**src/rtl/seven_seg_reader.sv**
```systemverilog
// Recovers hex digits from a snooped active-low multiplexed 7-seg bus; captures STABLE_CYCLES+2 edges after a change, no backpressure.
// Define SEVEN_SEG_LAMP_TEST_EN to recognise the all-digits/all-segments lamp test pattern.
module seven_seg_reader #(
    parameter int DIGITS        = 4,
    parameter int STABLE_CYCLES = 4,
    parameter int CNT_W         = 3
) (
    input  logic                clk,
    input  logic                reset,
    input  logic [6:0]          seg_n,
    input  logic [DIGITS-1:0]   an_n,
    output logic [4*DIGITS-1:0] value,
    output logic [DIGITS-1:0]   digit_valid,
    output logic                frame_valid,
    output logic                pattern_err,
    output logic [2:0]          err_digit,
    output logic                lamp_test
);

    localparam int BW = DIGITS + 7;
    localparam logic [6:0] BLANK = 7'b1111111;

    typedef enum logic {SETTLE, HOLD} state_t;

    state_t            state, state_nxt;
    logic [CNT_W-1:0]  cnt, cnt_nxt;
    logic [BW-1:0]     s1, s2, prev;
    logic              capture;

    logic [DIGITS-1:0] an_low, an_sel, seen, seen_nxt;
    logic [6:0]        seg;
    logic              one_hot, lamp_hit, cap_digit, frame_done;
    logic [2:0]        dig_idx;
    logic [4:0]        dec;

    // Returns {legal, hex}; anything outside the 16 glyphs is not legal.
    function automatic logic [4:0] decode(input logic [6:0] g);
        case (g)
            7'b0000001: decode = 5'h10;
            7'b1001111: decode = 5'h11;
            7'b0010010: decode = 5'h12;
            7'b0000110: decode = 5'h13;
            7'b1001100: decode = 5'h14;
            7'b0100100: decode = 5'h15;
            7'b0100000: decode = 5'h16;
            7'b0001111: decode = 5'h17;
            7'b0000000: decode = 5'h18;
            7'b0000100: decode = 5'h19;
            7'b0001000: decode = 5'h1A;
            7'b1100000: decode = 5'h1B;
            7'b0110001: decode = 5'h1C;
            7'b1000010: decode = 5'h1D;
            7'b0110000: decode = 5'h1E;
            7'b0111000: decode = 5'h1F;
            default:    decode = 5'h00;
        endcase
    endfunction

    always_comb begin
        state_nxt = state;
        cnt_nxt   = cnt;
        capture   = 1'b0;
        if (s2 != prev) begin
            cnt_nxt   = '0;
            state_nxt = SETTLE;
        end else if (state == SETTLE) begin
            if (cnt == CNT_W'(STABLE_CYCLES - 1)) begin
                capture   = 1'b1;
                cnt_nxt   = '0;
                state_nxt = HOLD;
            end else begin
                cnt_nxt = cnt + 1'b1;
            end
        end
    end

    always_comb begin
        an_low  = ~s2[BW-1:7];
        seg     = s2[6:0];
        dec     = decode(seg);
        one_hot = (an_low != '0) && ((an_low & (an_low - DIGITS'(1))) == '0);
        dig_idx = '0;
        for (int i = 0; i < DIGITS; i++) begin
            if (an_low[i]) dig_idx = 3'(i);
        end
`ifdef SEVEN_SEG_LAMP_TEST_EN
        lamp_hit = capture && (an_low == '1) && (seg == 7'b0000000);
`else
        lamp_hit = 1'b0;
`endif
        // Lamp test wins over a single-digit "8" when DIGITS == 1.
        cap_digit  = capture && one_hot && !lamp_hit;
        an_sel     = cap_digit ? an_low : '0;
        frame_done = &seen;
        seen_nxt   = (frame_done ? '0 : seen) | an_sel;
    end

    always_ff @(posedge clk or posedge reset) begin
        if (reset) begin
            s1          <= '0;
            s2          <= '0;
            prev        <= '0;
            state       <= SETTLE;
            cnt         <= '0;
            seen        <= '0;
            value       <= '0;
            digit_valid <= '0;
            frame_valid <= 1'b0;
            pattern_err <= 1'b0;
            err_digit   <= '0;
        end else begin
            s1          <= {an_n, seg_n};
            s2          <= s1;
            prev        <= s2;
            state       <= state_nxt;
            cnt         <= cnt_nxt;
            seen        <= seen_nxt;
            frame_valid <= frame_done;
            pattern_err <= 1'b0;
            for (int i = 0; i < DIGITS; i++) begin
                if (an_sel[i]) begin
                    if (dec[4]) begin
                        value[4*i +: 4] <= dec[3:0];
                        digit_valid[i]  <= 1'b1;
                    end else if (seg == BLANK) begin
                        value[4*i +: 4] <= 4'h0;
                        digit_valid[i]  <= 1'b0;
                    end else begin
                        digit_valid[i]  <= 1'b0;
                    end
                end
            end
            if (cap_digit && !dec[4] && seg != BLANK) begin
                pattern_err <= 1'b1;
                err_digit   <= dig_idx;
            end
        end
    end

`ifdef SEVEN_SEG_LAMP_TEST_EN
    always_ff @(posedge clk or posedge reset) begin
        if (reset) begin
            lamp_test <= 1'b0;
        end else if (capture) begin
            lamp_test <= lamp_hit;
        end
    end
`else
    assign lamp_test = 1'b0;
`endif

endmodule

```
**config.mk**
```make
export PLATFORM = sky130hd
export DESIGN_NAME = seven_seg_reader
export DESIGN_NICKNAME = d
export VERILOG_FILES = /design/src/rtl/seven_seg_reader.sv
export SDC_FILE = /design/constraint.sdc
export NUM_CORES = 1
export LEC_CHECK = 0
export CAP_MARGIN = 10
export CORE_UTILIZATION = 48
export CTS_CLUSTER_DIAMETER = 50
export DETAILED_ROUTE_END_ITERATION = 12
export PLACE_DENSITY = 0.72
export SKIP_LAST_GASP = 1
export SLEW_MARGIN = 40
export SYNTH_ARGS = -nofsm -noshare
export SYNTH_HDL_FRONTEND = slang
export SYNTH_SLANG_ARGS = --single-unit
```
**constraint.sdc**
```tcl
create_clock -name clk -period 3.3 [get_ports clk]
set_input_delay 0.495 -clock clk [delete_from_list [all_inputs] [get_ports clk]]
set_output_delay 0.495 -clock clk [all_outputs]
set_load 0.005 [all_outputs]
```
Word-level counts from Yosys, hierarchy flattened
Cells that the tools add are included.

storage, ports and cells
  register bits after elaboration = 66
  bits of input ports = 13
  output and inout bits = 26
  logic and storage cells = 74

operators by class
  add/sub/neg operators = 2
  equal/unequal tests = 20
  mux-type cells = 18
  bitwise gates (word level) = 3
  reductions and logical operators = 14

operator list
  cell                 number
  $pmux 5 s16          1
  $eq 7x6->1 const B   5
  $eq 7x7->1 const B   5
  $mux 4               4
  $mux 3               5
  $eq 7x3->1 const B   2
  $eq 7x4->1 const B   2
  $ne 11x11->1         1
  $mux 1               8
  $reduce_and 2->1     4
  $eq 7x1->1 const B   1
  $eq 7x5->1 const B   1
  $logic_not 7->1      1
  $ne 7x7->1 const B   1
  $and 4x4->4          1
  $logic_and 1x1->1    4
  $logic_not 4->1      1
  $not 4->4            1
  $or 4x4->4           1
  $reduce_and 4->1     1
  $reduce_bool 4->1    1
  $sub 4x1->4 const B  1
  $add 3x1->3 const B  1
  $eq 3x2->1 const B   1
  3 further kinds      3

Longest topological paths before layout
  depth after elaboration = 9
  mapped depth = 8

Worst setup path after synthesis
No wires, ideal clock.

  path type = register to register
  start point = reg s2[9]
  end point = reg value[1]
  arrival = 2.269 ns
  required time = 3.172 ns
  setup slack = 0.903 ns
  cell stages (with the launch flop) = 8
  path buffers = 1
  cell sequence = dfrtp_1 > buf_2 > xor2_1 > nor4_1 > nand3_2 > or4_4 > a21oi_4 > mux2_1

on the way
  word-level cells in the longest chain between the ends = 8

ends and longest elaborated chain
  what                            RTL line  text
  start, declared                 27        logic [BW-1:0] s1, s2, prev;
  start signal, assigned          101       s2 <= '0;
  start signal, assigned          113       s2 <= s1;
  $not 4->4                       78        an_low = ~s2[BW-1:7];
  $sub 4x1->4                     81        one_hot = (an_low != '0) && ((an_low & (an_low - DIGITS'(1))) == '0);
  $and 4x4->4                     81
  $logic_not 4->1                 81
  $logic_and 1x1->1               81
  $logic_and 1x1->1 (*)           92        cap_digit = capture && one_hot && !lamp_hit;
  $mux 4 (*)                      93        an_sel = cap_digit ? an_low : '0;
  $reduce_and 2->1 (no line) (*)  n/a
  end signal, assigned by index   123       value[4*i +: 4] <= dec[3:0];
  end, declared                   12        output logic [4*DIGITS-1:0] value,

Every way passes the cells marked *; elsewhere a longest branch is shown, timed or not.
A chain may end at the register's enable or synchronous reset.

Final worst setup path
  start point = reg s2[1]
  end point = reg value[3]

on the way
  word-level cells in the longest chain between the ends = 5

ends and longest elaborated chain
  what
  parallel branches: the longest is 5 deep, another holds $pmux 5 s16

Parallel ways; which one is timed is not known.

==> reports/qor.yml <==
p_leak_nw: 1.48
drc: 0
fin_skew_ps: 6.01
status: "finished clean"
ys_ff_latch: 65
ys_seq_area_share_pct: 60.7
fin_nets: 289
hpwl_mm: 3.35
die_w_um: 76.7
cts_inserted_buffers: 9
via_count: 1874
period_share_pct: 81.7
grt_overflow: 0
dieArea_um2: 5890
ios: 39
cts.hold.buffers_added: 0
grt_max_degree: 31
firstDrtPassIters: 4
portBuffers: 36
relSlewSlack_pct: 48.1
dieHeight_um: 76.7
fp-row-count: 26
core_area_um2: 5240
dominantRegCellSynth: "dfrtp_1"
arrival_ps: 2910
finalMaxSlewViolations: 0
syn_area_um2: 2680
grt_usage_pct: 18.2
layout-drive-gt1-share_pct: 12.9
fin_area_um2: 3320
wl_per_cell_um: 13.9
layout_commonest_cell: "dfrtp_1"
synthCells: 232
start_util_pct: 51.2
gp_congestion: 0.773
first_iter_violations: 74
synth.avg_cell_area_um2: 11.6
min_path_type: "flip-flop to flip-flop"
area_delta_synth_final_pct: 23.9
rsz0062_at_grt: "no"
via_per_inst: 5.37
synthArstFlopShare_pct: 100
placed_area_um2: 3130
clkSlewWorstSetupHoldPaths_ps: 60
finalHoldViolations: 0
start_kind: "flip-flop"
setup_tns_ps: 0
powerDensity_nw_per_um2: 474
post_cts.repair.setup_buffers: 0
grt_pass1_vias: 1713
yosys.area.top_type_share_pct: 60.7
post_cts_resize_count: 0
timing.fmax_mhz: 371
synthTopCellsByArea: "dfrtp_1 (61%), xor2_1 (3.9%), o21ai_0 (2.6%), nand2_1 (2.5%), mux2_2 (2.5%)"
period_minus_slack_ps: 2700
clock_path_buffers: 2
grt_pass1_wl_mm: 8.21
cp-end-kind: "flip-flop"
worstMarginPinSlew_ps: 771
crit_type: "flip-flop to flip-flop"
final_cell_mix: "dfrtp_1 (65), clkdlybuf4s50_1 (36), nand2_1 (18), inv_1 (14), o21ai_0 (14)"
drtAntennaViolNets: 0
setup_violations: 0
ys_warn_count: 0
maxCapViolCount: 0
cp.required_ps: 3510
diodes: 0
cts_tree: "yes"
yosys.area.top_type: "dfrtp_1"
ir_worst_vdd_mv: 0.275
insertion_delay_ps: 330
ctsHtreeMaxLevel: 3
antenna_found_initial: 0
cp_max_fo: 18
ys_types: 45
synth_edf_count: 0
cts_sinks: 65
drt-total-wl_mm: 4.84
root_buffer: "clkbuf_8"
==> final timing paths <==
path,to,cells past startpoint,start,slack (ps)
max in group asynchronous,prev[5]$_DFF_PP0_,3,reset,2020
min,s2[7]$_DFF_PP0_,0,s1[7]$_DFF_PP0_,350
max,value[3]$_DFFE_PP0P_,6,s2[1]$_DFF_PP0_,600
min reg2reg,s2[7]$_DFF_PP0_,0,s1[7]$_DFF_PP0_,350
min in group asynchronous,s2[10]$_DFF_PP0_,2,reset,540
max reg2reg,value[3]$_DFFE_PP0P_,6,s2[1]$_DFF_PP0_,600
==> kinds of logic after synthesis <==
group,count (synthesis),share of synthesized area [%]
XOR/XNOR,12,3.92
AND/OR/NAND/NOR,78,17.4
AO/OA/AOI/OAI,40,9.66
multiplexers,9,3.73
other,1,0.140
buffers and inverters,26,4.01
flip-flops,65,60.7
adder cells (fa/ha/maj),1,0.467
==> layout make-up <==
class	count	area (µm²)
clock inverters	3	40.0
inverters	15	56.3
multi-input cells	142	951
flip-flops and latches	65	1630
clock buffers	12	155
well taps	70	87.6
repair buffers	42	405
fillers	427	1920
==> metrics by stage <==
step                power (mW)  util (%)  cells  hold slack, ps  worst slack (ps)
floorplan                0.904         -    233             331               903
global route              1.64      63.4    349             360               444
CTS                       1.59      63.4    349             351               610
finish                    1.57      63.4    349             349               605
global placement         0.933      59.7    334             332               635
detailed placement       0.936      59.7    334             336               621
==> worst max-delay path, stage by stage (launching register included) <==
cell	delay [ps]
dfrtp_1	580
xor2_1	250
nor4_1	360
nand3_2	280
or4_4	610
a21oi_4	170
mux2_1	330
==> state kept, by name (all words and copies together), names as in the netlist <==
register     cells
state            1
pattern_err      1
frame_valid      1
cnt              3
s2              11
err_digit        2
prev            11
value           16
s1              11
seen             4
digit_valid      4
==> metal layers <==
metal | routed length [µm] | vias to the layer above | share of wire, % | global-route usage, %
met5 | 0 | - | 0 | 0
met4 | 46 | 0 | 0.95 | 8.65
met3 | 212 | 9 | 4.4 | 5.83
met2 | 2310 | 61 | 48 | 27.1
met1 | 2260 | 912 | 47 | 24.1
li1 | - | 892 | - | -
==> synth_stat cells, types with 2 or more instances <==
| cell | number |
|---|---|
| nor3b_1 | 2 |
| nor4b_1 | 4 |
| nor3_1 | 5 |
| a211oi_1 | 2 |
| nor4_1 | 5 |
| mux2_1 | 2 |
| o21ai_0 | 14 |
| nor2b_1 | 2 |
| clkbuf_1 | 6 |
| a21boi_2 | 2 |
| nand4_1 | 7 |
| nor3_2 | 2 |
| and4_1 | 2 |
| buf_4 | 2 |
| dfrtp_1 | 65 |
| nor2_1 | 12 |
| nand2b_1 | 3 |
| a21o_1 | 5 |
| nand3_1 | 7 |
| o31ai_1 | 2 |
| buf_2 | 2 |
| nand2_1 | 18 |
| a21oi_1 | 9 |
| xor2_1 | 12 |
| inv_1 | 15 |
| mux2_2 | 6 |
==> power breakdown <==
part	leakage [nW]	switching, mW	internal [mW]
Clock	0.102	0.270	0.383
Combinational	0.549	0.0423	0.0346
Sequential	0.832	0.0260	0.817
Total	1.48	0.338	1.24
No activity file was read; power rests on OpenSTA's default activity.
